===== config.mk =====
export PLATFORM = sky130hd
export DESIGN_NAME = riscv_multicycle_control
export DESIGN_NICKNAME = d
export VERILOG_FILES = /design/src/rtl/riscv_mc_pkg.sv /design/src/rtl/riscv_main_decode.sv /design/src/rtl/riscv_multicycle_control.sv
export SDC_FILE = /design/constraint.sdc
export NUM_CORES = 1
export LEC_CHECK = 0
export ABC_AREA = 0
export CAP_MARGIN = 20
export CORE_MARGIN = 3
export CORE_UTILIZATION = 35
export DETAILED_ROUTE_END_ITERATION = 10
export GPL_ROUTABILITY_DRIVEN = 0
export GPL_TIMING_DRIVEN = 0
export REMOVE_ABC_BUFFERS = 1
export SLEW_MARGIN = 10
export SYNTH_ARGS = -nofsm -noshare
export SYNTH_HDL_FRONTEND = slang
export SYNTH_SLANG_ARGS = --single-unit

===== constraint.sdc =====
create_clock -name clk -period 2.4 [get_ports clk]
set_input_delay 0.48 -clock clk [delete_from_list [all_inputs] [get_ports clk]]
set_output_delay 0.48 -clock clk [all_outputs]
set_load 0.01 [all_outputs]

===== src/rtl/riscv_mc_pkg.sv =====
// Shared encodings for the RV32I multi-cycle control unit.
// Latency: n/a (constants and types only).
// Backpressure: n/a.
// Holds opcode constants, the FSM state enumeration, datapath select
// encodings and the one-hot instruction class produced by the decoder.
// The TRAP state only exists when RISCV_MC_ILLEGAL_TRAP_EN is defined.
package riscv_mc_pkg;

  localparam logic [6:0] OP_R      = 7'b0110011;
  localparam logic [6:0] OP_I      = 7'b0010011;
  localparam logic [6:0] OP_LUI    = 7'b0110111;
  localparam logic [6:0] OP_AUIPC  = 7'b0010111;
  localparam logic [6:0] OP_LOAD   = 7'b0000011;
  localparam logic [6:0] OP_STORE  = 7'b0100011;
  localparam logic [6:0] OP_BRANCH = 7'b1100011;
  localparam logic [6:0] OP_JAL    = 7'b1101111;
  localparam logic [6:0] OP_JALR   = 7'b1100111;

  typedef enum logic [2:0] {
    ST_FETCH  = 3'd0,
    ST_DECODE = 3'd1,
    ST_EXEC   = 3'd2,
    ST_MEM    = 3'd3,
    ST_WB     = 3'd4,
`ifdef RISCV_MC_ILLEGAL_TRAP_EN
    ST_TRAP   = 3'd5,
`endif
    ST_HALT   = 3'd6
  } state_e;

  // pc_src
  localparam logic [1:0] PC_PLUS4  = 2'b00;
  localparam logic [1:0] PC_BRANCH = 2'b01;
  localparam logic [1:0] PC_ALU    = 2'b10;
  localparam logic [1:0] PC_TRAP   = 2'b11;

  // wb_sel
  localparam logic [1:0] WB_ALU = 2'b00;
  localparam logic [1:0] WB_MEM = 2'b01;
  localparam logic [1:0] WB_PC4 = 2'b10;

  // alu_src_a
  localparam logic [1:0] A_RS1    = 2'b00;
  localparam logic [1:0] A_PC_OLD = 2'b01;
  localparam logic [1:0] A_ZERO   = 2'b10;

  // alu_op
  localparam logic [1:0] ALU_ADD   = 2'b00;
  localparam logic [1:0] ALU_SUB   = 2'b01;
  localparam logic [1:0] ALU_FUNCT = 2'b10;

  typedef struct packed {
    logic r;
    logic i_alu;
    logic lui;
    logic auipc;
    logic load;
    logic store;
    logic branch;
    logic jal;
    logic jalr;
  } instr_class_t;

endpackage


===== src/rtl/riscv_main_decode.sv =====
// Opcode classifier: one-hot instruction class plus a legal flag.
// Latency: combinational.
// Backpressure: none.
// Ports: opcode (IR[6:0]) in; cls (one-hot class), legal out.
module riscv_main_decode
  import riscv_mc_pkg::*;
(
  input  logic [6:0]   opcode,
  output instr_class_t cls,
  output logic         legal
);

  always_comb begin
    cls = '0;
    case (opcode)
      OP_R:      cls.r      = 1'b1;
      OP_I:      cls.i_alu  = 1'b1;
      OP_LUI:    cls.lui    = 1'b1;
      OP_AUIPC:  cls.auipc  = 1'b1;
      OP_LOAD:   cls.load   = 1'b1;
      OP_STORE:  cls.store  = 1'b1;
      OP_BRANCH: cls.branch = 1'b1;
      OP_JAL:    cls.jal    = 1'b1;
      OP_JALR:   cls.jalr   = 1'b1;
      default:   cls        = '0;
    endcase
  end

  assign legal = |cls;

endmodule


===== src/rtl/riscv_multicycle_control.sv =====
// Multi-cycle RV32I control FSM: FETCH/DECODE/EXEC/MEM/WB sequencing.
// Latency: 3 (BEQ), 4 (ALU/jump/SW), 5 (LW) cycles per instruction at zero wait.
// Backpressure: imem/dmem requests held until ready; TIMEOUT waits -> HALT.
// Ports: opcode, branch_taken, imem_ready, dmem_ready in; memory requests,
// datapath selects/enables, state, retired_cnt, bus_err, illegal_instr out.
// Optional feature macro: RISCV_MC_ILLEGAL_TRAP_EN (unknown opcodes trap
// instead of executing as a NOP).
module riscv_multicycle_control
  import riscv_mc_pkg::*;
#(
  parameter int TIMEOUT = 16,
  parameter int CNT_W   = 32
) (
  input  logic             clk,
  input  logic             rst_n,
  input  logic [6:0]       opcode,
  input  logic             branch_taken,
  input  logic             imem_ready,
  input  logic             dmem_ready,
  output logic             imem_req,
  output logic             dmem_req,
  output logic             dmem_we,
  output logic             ir_write,
  output logic             pc_write,
  output logic [1:0]       pc_src,
  output logic [1:0]       alu_src_a,
  output logic             alu_src_b,
  output logic [1:0]       alu_op,
  output logic             reg_write,
  output logic [1:0]       wb_sel,
  output logic [2:0]       state,
  output logic [CNT_W-1:0] retired_cnt,
  output logic             bus_err,
  output logic             illegal_instr
);

  localparam int WAIT_W = (TIMEOUT > 1) ? $clog2(TIMEOUT) : 1;

  state_e           state_q, state_nxt;
  logic             run_q;
  logic [WAIT_W-1:0] wait_cnt;
  logic [CNT_W-1:0] ret_q;
  logic             bus_err_q;
  logic             waiting, timeout_hit, retire, trap_pulse;
  instr_class_t     cls;
  logic             legal;

  riscv_main_decode u_decode (
    .opcode (opcode),
    .cls    (cls),
    .legal  (legal)
  );

  // Next state, retirement and bus-wait detection.
  always_comb begin
    state_nxt = state_q;
    retire    = 1'b0;
    waiting   = 1'b0;
    case (state_q)
      ST_FETCH: begin
        if (imem_ready) state_nxt = ST_DECODE;
        else            waiting   = 1'b1;
      end
      ST_DECODE: begin
`ifdef RISCV_MC_ILLEGAL_TRAP_EN
        state_nxt = legal ? ST_EXEC : ST_TRAP;
`else
        state_nxt = ST_EXEC;
`endif
      end
      ST_EXEC: begin
        if (cls.load || cls.store) begin
          state_nxt = ST_MEM;
        end else if (cls.branch || !legal) begin
          // Branches and (in the NOP build) unknown opcodes finish here.
          state_nxt = ST_FETCH;
          retire    = 1'b1;
        end else begin
          state_nxt = ST_WB;
        end
      end
      ST_MEM: begin
        if (dmem_ready) begin
          if (cls.store) begin
            state_nxt = ST_FETCH;
            retire    = 1'b1;
          end else begin
            state_nxt = ST_WB;
          end
        end else begin
          waiting = 1'b1;
        end
      end
      ST_WB: begin
        state_nxt = ST_FETCH;
        retire    = 1'b1;
      end
`ifdef RISCV_MC_ILLEGAL_TRAP_EN
      ST_TRAP:  state_nxt = ST_FETCH;
`endif
      ST_HALT:  state_nxt = ST_HALT;
      default:  state_nxt = ST_HALT;
    endcase
    // A ready seen in the last allowed cycle clears waiting, so it wins.
    timeout_hit = waiting && (TIMEOUT != 0) && (wait_cnt == WAIT_W'(TIMEOUT - 1));
    if (timeout_hit) state_nxt = ST_HALT;
  end

  // run_q holds the FSM idle for one edge after reset release so a ready
  // coinciding with the release is never taken as a handshake.
  always_ff @(posedge clk or negedge rst_n) begin
    if (!rst_n) begin
      state_q   <= ST_FETCH;
      run_q     <= 1'b0;
      wait_cnt  <= '0;
      ret_q     <= '0;
      bus_err_q <= 1'b0;
    end else if (!run_q) begin
      run_q <= 1'b1;
    end else begin
      state_q  <= state_nxt;
      wait_cnt <= (waiting && !timeout_hit && (TIMEOUT != 0)) ? wait_cnt + WAIT_W'(1) : '0;
      if (retire)      ret_q     <= ret_q + CNT_W'(1);
      if (timeout_hit) bus_err_q <= 1'b1;
    end
  end

  // Datapath controls from the registered state and the current opcode.
  always_comb begin
    imem_req   = 1'b0;
    dmem_req   = 1'b0;
    dmem_we    = 1'b0;
    ir_write   = 1'b0;
    pc_write   = 1'b0;
    pc_src     = PC_PLUS4;
    alu_src_a  = A_RS1;
    alu_src_b  = 1'b0;
    alu_op     = ALU_ADD;
    reg_write  = 1'b0;
    wb_sel     = WB_ALU;
    trap_pulse = 1'b0;
    if (run_q) begin
      case (state_q)
        ST_FETCH: begin
          imem_req = 1'b1;
          ir_write = imem_ready;
        end
        ST_EXEC: begin
          if (cls.r) alu_op = ALU_FUNCT;
          if (cls.i_alu) begin
            alu_src_b = 1'b1;
            alu_op    = ALU_FUNCT;
          end
          if (cls.lui) begin
            alu_src_a = A_ZERO;
            alu_src_b = 1'b1;
          end
          if (cls.auipc || cls.jal) begin
            alu_src_a = A_PC_OLD;
            alu_src_b = 1'b1;
          end
          if (cls.load || cls.store || cls.jalr) alu_src_b = 1'b1;
          if (cls.branch) begin
            alu_op   = ALU_SUB;
            pc_write = 1'b1;
            pc_src   = branch_taken ? PC_BRANCH : PC_PLUS4;
          end
          if (cls.jal || cls.jalr) begin
            pc_write = 1'b1;
            pc_src   = PC_ALU;
          end
          if (!legal) pc_write = 1'b1;
        end
        ST_MEM: begin
          dmem_req = 1'b1;
          dmem_we  = cls.store;
          pc_write = dmem_ready && cls.store;
        end
        ST_WB: begin
          reg_write = 1'b1;
          if (cls.load)                 wb_sel = WB_MEM;
          else if (cls.jal || cls.jalr) wb_sel = WB_PC4;
          // Jumps already wrote the PC in EXEC.
          pc_write = !(cls.jal || cls.jalr);
        end
`ifdef RISCV_MC_ILLEGAL_TRAP_EN
        ST_TRAP: begin
          pc_write   = 1'b1;
          pc_src     = PC_TRAP;
          trap_pulse = 1'b1;
        end
`endif
        default: ;
      endcase
    end
  end

  assign state         = state_q;
  assign retired_cnt   = ret_q;
  assign bus_err       = bus_err_q;
  assign illegal_instr = trap_pulse;

endmodule


== After elaboration in Yosys (flattened, before gate mapping) ==
Cells that the tools add are included.

* Bits in registers: 41

* $add $sub $neg: 2
* Eq/ne operators: 16
* Mux-type cells: 64
* Reductions and logical operators: 16

{| class="wikitable"
|+ Operator list
! cell !! number
|-
| 1-bit 2-to-1 mux || 37
|-
| 32-bit by 1-bit adder with 32-bit output, second input constant || 1
|-
| 2-bit 2-to-1 mux || 16
|-
| 7-bit by 6-bit equality test with 1-bit output, second input constant || 3
|-
| 7-bit equality test, second input constant || 3
|-
| 3-bit 2-to-1 mux || 6
|-
| 3-bit one-hot mux with 5 select lines || 1
|-
| 7-bit by 5-bit equality test with 1-bit output, second input constant || 2
|-
| 9-bit OR reduction || 1
|-
| 7-bit by 2-bit equality test with 1-bit output, second input constant || 1
|-
| 3-bit by 2-bit equality test with 1-bit output, second input constant || 2
|-
| 3-bit inequality test, second input constant || 2
|-
| 1-bit one-hot mux with 3 select lines || 2
|-
| 1-bit logical OR || 5
|-
| 4-bit by 1-bit adder with 4-bit output, second input constant || 1
|-
| 4-bit equality test, second input constant || 1
|-
| 4-bit 2-to-1 mux || 1
|-
| 2-bit AND reduction || 2
|-
| 3-bit by 1-bit equality test with 1-bit output, second input constant || 1
|-
| 3-bit equality test, second input constant || 1
|-
| 1-bit logical AND || 3
|-
| 1-bit zero test || 3
|-
| 3-bit zero test || 1
|-
| 3-bit AND reduction || 1
|-
| 1-bit one-hot mux with 2 select lines || 1
|}

== Logic depth before layout (Yosys ltp) ==
Gate-level depths: netlist of the first run.

* Depth after elaboration: 9
* Gate-level depth with buffers: 7
* Depth with buffers taken out: 6

== By module ==
A second synthesis of the first run with hierarchy kept.

* Cell total of the unflattened synthesis: 258
* Area total of the unflattened synthesis: 2,655.0 um2

{| class="wikitable"
|+ By module, submodules not included
! module !! instances !! cells each !! area an instance (um2)
|-
| riscv_multicycle_control || 1 || 236 || 2,518.7
|-
| riscv_main_decode || 1 || 22 || 136.4
|}

== Least setup slack after synthesis of the first run ==
OpenSTA, ideal clock, no wires.

* Kind: register to output
* Start point: register state_q[0], in the netlist state[0]
* End point: output pc_src[0]
* Data arrival time: 1.599 ns
* Required time: 1.920 ns
* Slack: 0.321 ns
* Cell stages (with the launch flop): 5
* Path buffers: 1
* Cells stage by stage: dfrtp_1 > clkbuf_1 > nand3b_1 > nor4_1 > and2_1

* Word-level cells in the longest chain between the ends: 3

{| class="wikitable"
|+ Ends and longest elaborated chain
! what !! RTL line !! RTL
|-
| start: declaration || riscv_multicycle_control.sv:39 || <nowiki>state_e state_q, state_nxt;</nowiki>
|-
| start signal: assignment || riscv_multicycle_control.sv:121 || <nowiki>state_q <= state_nxt;</nowiki>
|-
| 3-bit by 2-bit equality test with 1-bit output || riscv_multicycle_control.sv:143 || <nowiki>case (state_q)</nowiki>
|-
| 2-bit 2-to-1 mux || riscv_multicycle_control.sv:143 ||
|-
| 2-bit 2-to-1 mux || riscv_multicycle_control.sv:142 || <nowiki>if (run_q) begin</nowiki>
|-
| end: declaration || riscv_multicycle_control.sv:25 || <nowiki>output logic [1:0] pc_src,</nowiki>
|}

Every way passes these cells.

== Worst setup path after layout of the first run ==
* Start point: register state_q[1], in the netlist state[1]
* End point: output reg_write

* Word-level cells in the longest chain between the ends: 3

{| class="wikitable"
|+ Ends and longest elaborated chain
! what !! RTL line !! RTL
|-
| 3-bit equality test || riscv_multicycle_control.sv:143 ||
|-
| 1-bit 2-to-1 mux || riscv_multicycle_control.sv:143 ||
|-
| 1-bit 2-to-1 mux || riscv_multicycle_control.sv:142 ||
|-
| end: declaration || riscv_multicycle_control.sv:29 || <nowiki>output logic reg_write,</nowiki>
|}

Every way passes these cells.

==> out/results.tsv, run 1 <==
metric	value	unit
via_count	1972	
coreArea	6495	µm²
peakVddDrop	0.0003761	V
status	finished clean	
drv_cap	0	
drive_above_1_share	0.2355	
first_pass_iters	4	
root_buffer	clkbuf_8	
syn_to_final_growth	38.96	%
dp.cells	366	
start_kind	flop	
synth_area	2402	µm²
rsz0062_at_grt	yes	
synth_cells	234	
synth_flop_cell	dfrtp_1	
viasPerCell	5.096	
n_antenna_cell	0	
synth_sequential_area_ratio	0.4271	
r2r_end	retired_cnt[24]	
insertion_delay	0.28	ns
die_width	88.85	µm
leakagePower	1.509	nW
layout.nets	324	
final_cells	387	
grt_pass1_vias	1874	
num_rows	29	
num_io_pins	64	
critPathRequiredTime	1.92	ns
period_share	0.9630	
ys_seq_elements	41	
synthTopCellsByArea	dfrtp_1, xor2_1, nor4_2	
fillers	573	
initial_utilization	0.3699	
cts_tree	yes	
io_buffers	62	
track_usage	0.1460	
die_h	88.85	µm
dp_hpwl	4021	µm
wl_met1	2660	µm
ant_nets	0	
hold_viol_final	0	
htree_levels	2	
fin_util	0.5140	
worstMarginPinSlew	0.9030	ns
wl_met2	2884	µm
setup_viol	0	
antenna_found_initial	0	
worstRegToRegCells	8	
worstHoldPathType	in -> async	
yosysWarnings	0	
synth_top_area_cell	dfrtp_1	
finalPower	0.002492	W
r2r_slack	0.24	ns
slew_headroom	0.3962	
clock_path_buffers	2	
path_clk_slew	0.07	ns
path_class	reg -> out	
power.density	746.5	nW/µm²
drc	0	
wl_per_cell	14.81	µm
wl	5732	µm
async_flop_share	1.000	
arrival	1.83	ns
avgSynthCellArea	10.27	µm²
die-area	7893	µm²
tns	0	ns
dr_wl_met3	160	µm
routed.top_layer	met4	
grt_pass1_wl	9183	µm
report.final.slew_viol_count	0	
fmax	432.7	MHz
endpoint_kind	output port	
synth_edf_count	0	
fin_skew	0.003851	ns
period_minus_slack	2.311	ns
crit_fanout	7	
r2r-start	state[0]	
grt_max_degree	29	
numCtsBuffers	5	
synth_top_cell_area_share	0.4271	
numClockSinks	41	
drt_first_iter_violations	100	
overflow	0	
synth_cell_types	47	
## routing by layer
metal,vias up,track usage
met3,2,0.02700
li1,986,-
met4,0,0.02060
met5,-,0
met1,954,0.2052
met2,30,0.2395
## cells in the mapped netlist (all sizes together), types with 2 or more instances
cell     n
o21ai    8
xor2    29
clkbuf   3
a31oi    2
ha       2
and3     5
nand3   11
conb     2
nor4    15
nor3b    2
nand4    4
nand2   25
nand3b   2
and2     3
nor2    11
buf      7
dfrtp   41
o21bai   2
nand2b   5
inv      5
xnor2    2
and4     2
nor4b    8
nor2b    4
nor3    12
mux2     2
a21oi    5
## registers in the layout (all words and copies together), names as in the netlist
register	cells
retired_cnt	32
wait_cnt	4
run_q	1
bus_err	1
state	3
## cell type report
cell class	instances	area [µm²]	share of cell area
multi-input cells	178	1354	0.4055
clock buffers	7	86.33	0.02586
repair buffers	79	753.2	0.2256
well taps	77	96.34	0.02886
flip-flops and latches	41	1030	0.3085
inverters	5	18.77	0.005622
## critical path: stages (launching register included)
cell,delay (ns)
dfrtp_2,0.45
nor2_2,0.18
and2_4,0.19
nand2_1,0.12
inv_1,0.08
clkdlybuf4s50_1,0.53
## power by group
group | internal [W] | switching [W] | total (W)
clock network | 0.000228 | 0.000217 | 0.000445
registers | 0.000769 | 0.000106 | 0.000875
logic | 0.000583 | 0.000589 | 0.00117
## cells in the final DEF, fill, tap and decap left out, drive strengths merged, types with 2 or more instances in the layout
master,netlist,final
a31oi,2,2
buf,7,19
xor2,29,29
nand2b,5,5
nand3b,2,2
and4,2,2
nor3,12,12
nor3b,2,2
ha,2,2
nor2,11,11
o21bai,2,2
xnor2,2,2
and3,5,5
a21oi,5,5
nor2b,4,4
inv,5,5
dfrtp,41,41
nand3,11,11
and2,3,3
nor4,15,15
clkdlybuf4s15,0,3
nand2,25,25
mux2,2,2
nor4b,8,8
clkbuf,3,9
conb,2,2
o21ai,8,8
nand4,4,4
clkdlybuf4s50,0,43
dlygate4sd2,0,12
## metrics by stage
step / cell area [µm²] / setup WS (ns) / hold slack [ns]
after floorplan: 2336 / -0.8730 / 0.1844
after global placement: 3053 / -2.076 / 0.4564
after detailed placement: 3105 / -0.6148 / 0.3973
after CTS: 3247 / -0.002443 / 0.08873
after global routing: 3338 / -0.01838 / 0.09773
final: 3338 / 0.08872 / 0.08384
## cells by family after synthesis
kind of cell | share of synthesized area
xor gates and xnor gates | 0.1130
muxes | 0.009374
and+or+nand+nor | 0.3302
DFF | 0.4271
other | 0.003126
adders and majority gates | 0.01042
buffers and inverters | 0.03542
AOI/OAI and AO/OA | 0.07136
## timing repair
action | 4_1_cts | 5_1_grt
setup buffers | 4 | 10
pin swaps | 3 | 2
gates resized for setup | 40 | 8
endpoints found under the hold margin | 0 | 0
hold buffers | 0 | 0
setup endpoints to repair | 43 | 26
## worst max-delay path by stage
stage,to,slack (ns),start,cells after the start
finish,reg_write,0.09,state[1],5
global route,reg_write,-0.02,state[1],5
CTS,wb_sel[0],-0.002,opcode[4],5
detailed placement,wb_sel[0],-0.61,opcode[4],5
global placement,retired_cnt[1],-2.08,opcode[3],6
floorplan,retired_cnt[1],-0.87,opcode[6],5
Note: power is estimated with default switching activity, not from simulation.
==> inputs of run 2 (changes only) <==
CORE_MARGIN = not set   (was 3)
CTS_BUF_LIST = sky130_fd_sc_hd__clkbuf_8   (was not set)
==> out/results.tsv, run 2 (synthesis results as in run 1) <==
metric	value	unit
num_rows	29	
fmax	424.8	MHz
r2r_slack	0.29	ns
ant_nets	0	
start_kind	flop	
layout_common_cells	clkdlybuf4s50_1, dfrtp_1, xor2_1	
path_clk_slew	0.09	ns
insertion_delay	0.29	ns
period_minus_slack	2.354	ns
path_class	reg -> out	
violations	DRC	
clkPwrFrac	0.200	
setup_viol	0	
status	finished with violations	
root_buffer	clkbuf_8	
wl_per_cell	14.76	µm
seqPwrFrac	0.371	
track_usage	0.1680	
fin_hold_ws	0.1291	ns
n_antenna_cell	0	
comb_power_share	0.430	
htree_levels	2	
final_cells	384	
numCtsBuffers	5	
via_count	2001	
p_switching	0.0009059	W
place_area	3117	µm²
layout.nets	320	
arrival	1.87	ns
leakagePower	1.506	nW
worstMarginPinSlew	0.9128	ns
fin_area	3311	µm²
worstRegToRegCells	8	
intPower	0.001480	W
io_buffers	62	
grt_pass1_vias	2010	
crit_family	simple AND/OR/NAND/NOR gates	
num_io_pins	64	
endpoint_kind	output port	
hold_buffers	0	
coreArea	6495	µm²
period_share	0.9808	
dp_hpwl	3962	µm
fin_skew	0.01184	ns
overflow	0	
die-area	7199	µm²
crit_fanout	4	
final_common_cell	clkdlybuf4s50_1	
grt_pass1_wl	9708	µm
cpPeakStageDelay	0.44	ns
fillers	609	
clock_path_buffers	2	
cpMostUsedCell	nor2b_1	
slew_headroom	0.3896	
antenna_found_initial	0	
fin_util	0.5097	
drv_cap	0	
numClockSinks	41	
grt_max_degree	24	
die_h	84.85	µm
worstHoldPathType	in -> async	
largest_register_ffs	32	
critPathRequiredTime	1.92	ns
r2r-start	state[1]	
crit_path_start	state[1]	
peakVddDrop	0.0004998	V
first_pass_iters	7	
viasPerCell	5.211	
rsz0062_at_grt	yes	
drive_above_1_share	0.2215	
slowest_stage	dfrtp_2	
swShare	0.3796	
r2r_end	retired_cnt[26]	
dp.cells	366	
power.density	720.7	nW/µm²
initial_utilization	0.3699	
wl	5666	µm
hold_viol_final	0	
finalPower	0.002386	W
cts_tree	yes	
syn_to_final_growth	37.81	%
die_width	84.85	µm
path_cells	nor2b_1, and3_1, a31o_2, a22oi_2, nor2b_1, dlygate4sd2_1	
report.final.slew_viol_count	0	
crit_buf_inv	1	
drt_first_iter_violations	50	
drc	2	
-- run 2: worst register-to-register path, cell delays in order, from the launching register on --
cell	delay (ns)
dfrtp_2	0.41
buf_4	0.13
nor3b_1	0.25
a21boi_1	0.28
a221oi_4	0.10
buf_8	0.17
buf_8	0.17
nor4b_2	0.31
xor2_1	0.20
-- run 2: power by group through the flow --
stage / registers, W / logic, W / clock network [W]
after floorplan: 0.000910 / 0.000461 / 0
after CTS: 0.000891 / 0.000989 / 0.000493
after global placement: 0.000911 / 0.000802 / 0
final: 0.000884 / 0.00102 / 0.000477
after global routing: 0.000901 / 0.00111 / 0.000525
after detailed placement: 0.000913 / 0.000920 / 0
-- run 2: final cells by class --
| cell class | instances | area [µm²] | area share |
|---|---|---|---|
| multi-input cells | 178 | 1354 | 0.4089 |
| flip-flops and latches | 41 | 1031 | 0.3114 |
| repair buffers | 75 | 714.4 | 0.2158 |
| well taps | 77 | 96.34 | 0.02910 |
| clock buffers | 6 | 82.58 | 0.02494 |
| inverters | 5 | 18.77 | 0.005669 |
| clock inverters | 2 | 13.76 | 0.004157 |
-- run 2: how the worst max path moves through the flow --
stage / to / slack (ns) / depth (start not counted)
floorplan: retired_cnt[1] / -0.87 / 5
global placement: retired_cnt[1] / -2.06 / 6
detailed placement: wb_sel[0] / -0.61 / 5
CTS: wb_sel[0] / 0.002 / 5
global route: pc_write / -0.04 / 6
finish: pc_write / 0.05 / 6
-- run 2: what timing repair did --
action,CTS,global route
endpoints found under the setup margin,26,8
cloned,0,0
buffers inserted,8,2
pin swaps,6,4
resized for setup,40,6
-- run 2: layer usage --
| layer | wire [µm] | track usage | vias up |
|---|---|---|---|
| li1 | - | - | 972 |
| met1 | 2625 | 0.2244 | 995 |
| met2 | 2858 | 0.2794 | 32 |
| met3 | 138 | 0.03307 | 2 |
| met4 | 44 | 0.04622 | 0 |
| met5 | 0 | 0 | - |
-- run 2: per-stage QoR --
stage          setup slack, ns  setup TNS [ns]
6_report               0.04608               0
5_1_grt               -0.03998        -0.04895
4_1_cts               0.002366               0
3_5_place_dp           -0.6089          -12.06
3_3_place_gp            -2.062          -74.10
2_1_floorplan          -0.8730          -20.18
==> inputs of run 3 (changes only) <==
CORE_MARGIN = 2   (was not set)
==> out/results.tsv, run 3 (synthesis results as in run 1) <==
metric	value	unit
status	finished clean	
start_kind	primary input	
drt_first_iter_violations	44	
die-area	7542	µm²
critPathRequiredTime	1.92	ns
first_pass_iters	4	
grt_pass1_wl	9404	µm
fin_util	0.4970	
n_antenna_cell	0	
cpPeakStageDelay	0.44	ns
r2r_end	retired_cnt[13]	
cts_tree	yes	
via_count	1982	
layout.nets	321	
clock_path_buffers	2	
crit_family	buffers and inverters	
report.final.slew_viol_count	0	
root_buffer	clkbuf_8	
endpoint_kind	output port	
period_minus_slack	2.329	ns
wl_per_cell	14.83	µm
viasPerCell	5.108	
track_usage	0.1570	
hold_buffers	0	
dp.cells	369	
syn_to_final_growth	39.01	%
drc	0	
seq_area	1031	µm²
final_common_cell	clkdlybuf4s50_1	
arrival	1.85	ns
initial_utilization	0.3575	
tns	0	ns
crit_buf_inv	2	
worstRegToRegCells	4	
r2r-start	run_q	
htree_levels	2	
drive_above_1_share	0.2273	
wl	5754	µm
fin_skew	0.008181	ns
hold_viol_final	0	
fmax	429.3	MHz
path_class	in -> out	
num_io_pins	64	
drv_cap	0	
path_cells	clkdlybuf4s50_1, and3_4, a31o_2, a22oi_1, nor2b_1, dlygate4sd2_1	
fin_hold_ws	0.1138	ns
layout_common_cells	clkdlybuf4s50_1, dfrtp_1, xor2_1	
r2r_slack	0.24	ns
io_buffers	62	
power.density	742.3	nW/µm²
grt_pass1_vias	1925	
insertion_delay	0.30	ns
crit_fanout	2	
numClockSinks	41	
antenna_found_initial	0	
fillers	620	
worstHoldPathType	in -> async	
slowest_stage	clkdlybuf4s50_1	
die_width	86.85	µm
ant_nets	0	
numCtsBuffers	5	
leakagePower	1.535	nW
path_clk_slew	0.08	ns
largest_register_ffs	32	
worstMarginPinSlew	0.9390	ns
path_depth	6	
grt_max_degree	24	
period_share	0.9705	
die_h	86.85	µm
setup_viol	0	
overflow	0	
num_rows	30	
finalPower	0.002479	W
slew_headroom	0.3722	
multi_input_area	1360	µm²
coreArea	6719	µm²
dp_hpwl	3986	µm
peakVddDrop	0.0004184	V
final_cells	388	
run 3: report_power, final:
group,total (W),internal (W),switching (W)
combinational,0.00101,0.000468,0.000541
clock,0.000578,0.000335,0.000243
sequential,0.000892,0.000771,0.000121
total,0.00248,0.00157,0.000905
run 3: metrics by stage:
stage / instance area, µm² / setup slack [ns]
6_report: 3339 / 0.07071
2_1_floorplan: 2336 / -0.8730
3_5_place_dp: 3113 / -0.7033
5_1_grt: 3339 / -0.005176
4_1_cts: 3317 / -0.1150
3_3_place_gp: 3057 / -2.139
run 3: area by class of cell:
class                      count  share of cell area
inverter                       5            0.005620
sequential                    41              0.3087
clock inverter                 2             0.01012
timing repair buffer          76              0.2136
clock buffer                   6             0.02473
multi-input combinational    178              0.4073
tap                           80             0.02997
run 3: worst max path at each step:
stage | slack (ns) | to | startpoint
final | 0.07 | pc_write | dmem_ready
after global routing | -0.005 | pc_write | dmem_ready
after CTS | -0.11 | pc_src[0] | state[2]
after detailed placement | -0.70 | retired_cnt[1] | opcode[4]
after global placement | -2.14 | retired_cnt[1] | opcode[3]
after floorplan | -0.87 | retired_cnt[1] | opcode[6]
run 3: routing by layer:
metal,global-route usage,vias to the layer above,share of wire
li1,-,976,-
met1,0.2130,973,0.46
met2,0.2554,28,0.50
met3,0.03619,5,0.029
met4,0.03409,0,0.0070
met5,0,-,0
run 3: what timing repair did:
action	4_1_cts	5_1_grt
pin swaps	4	3
endpoints found under the setup margin	36	3
resized for setup	42	8
setup buffers	9	2
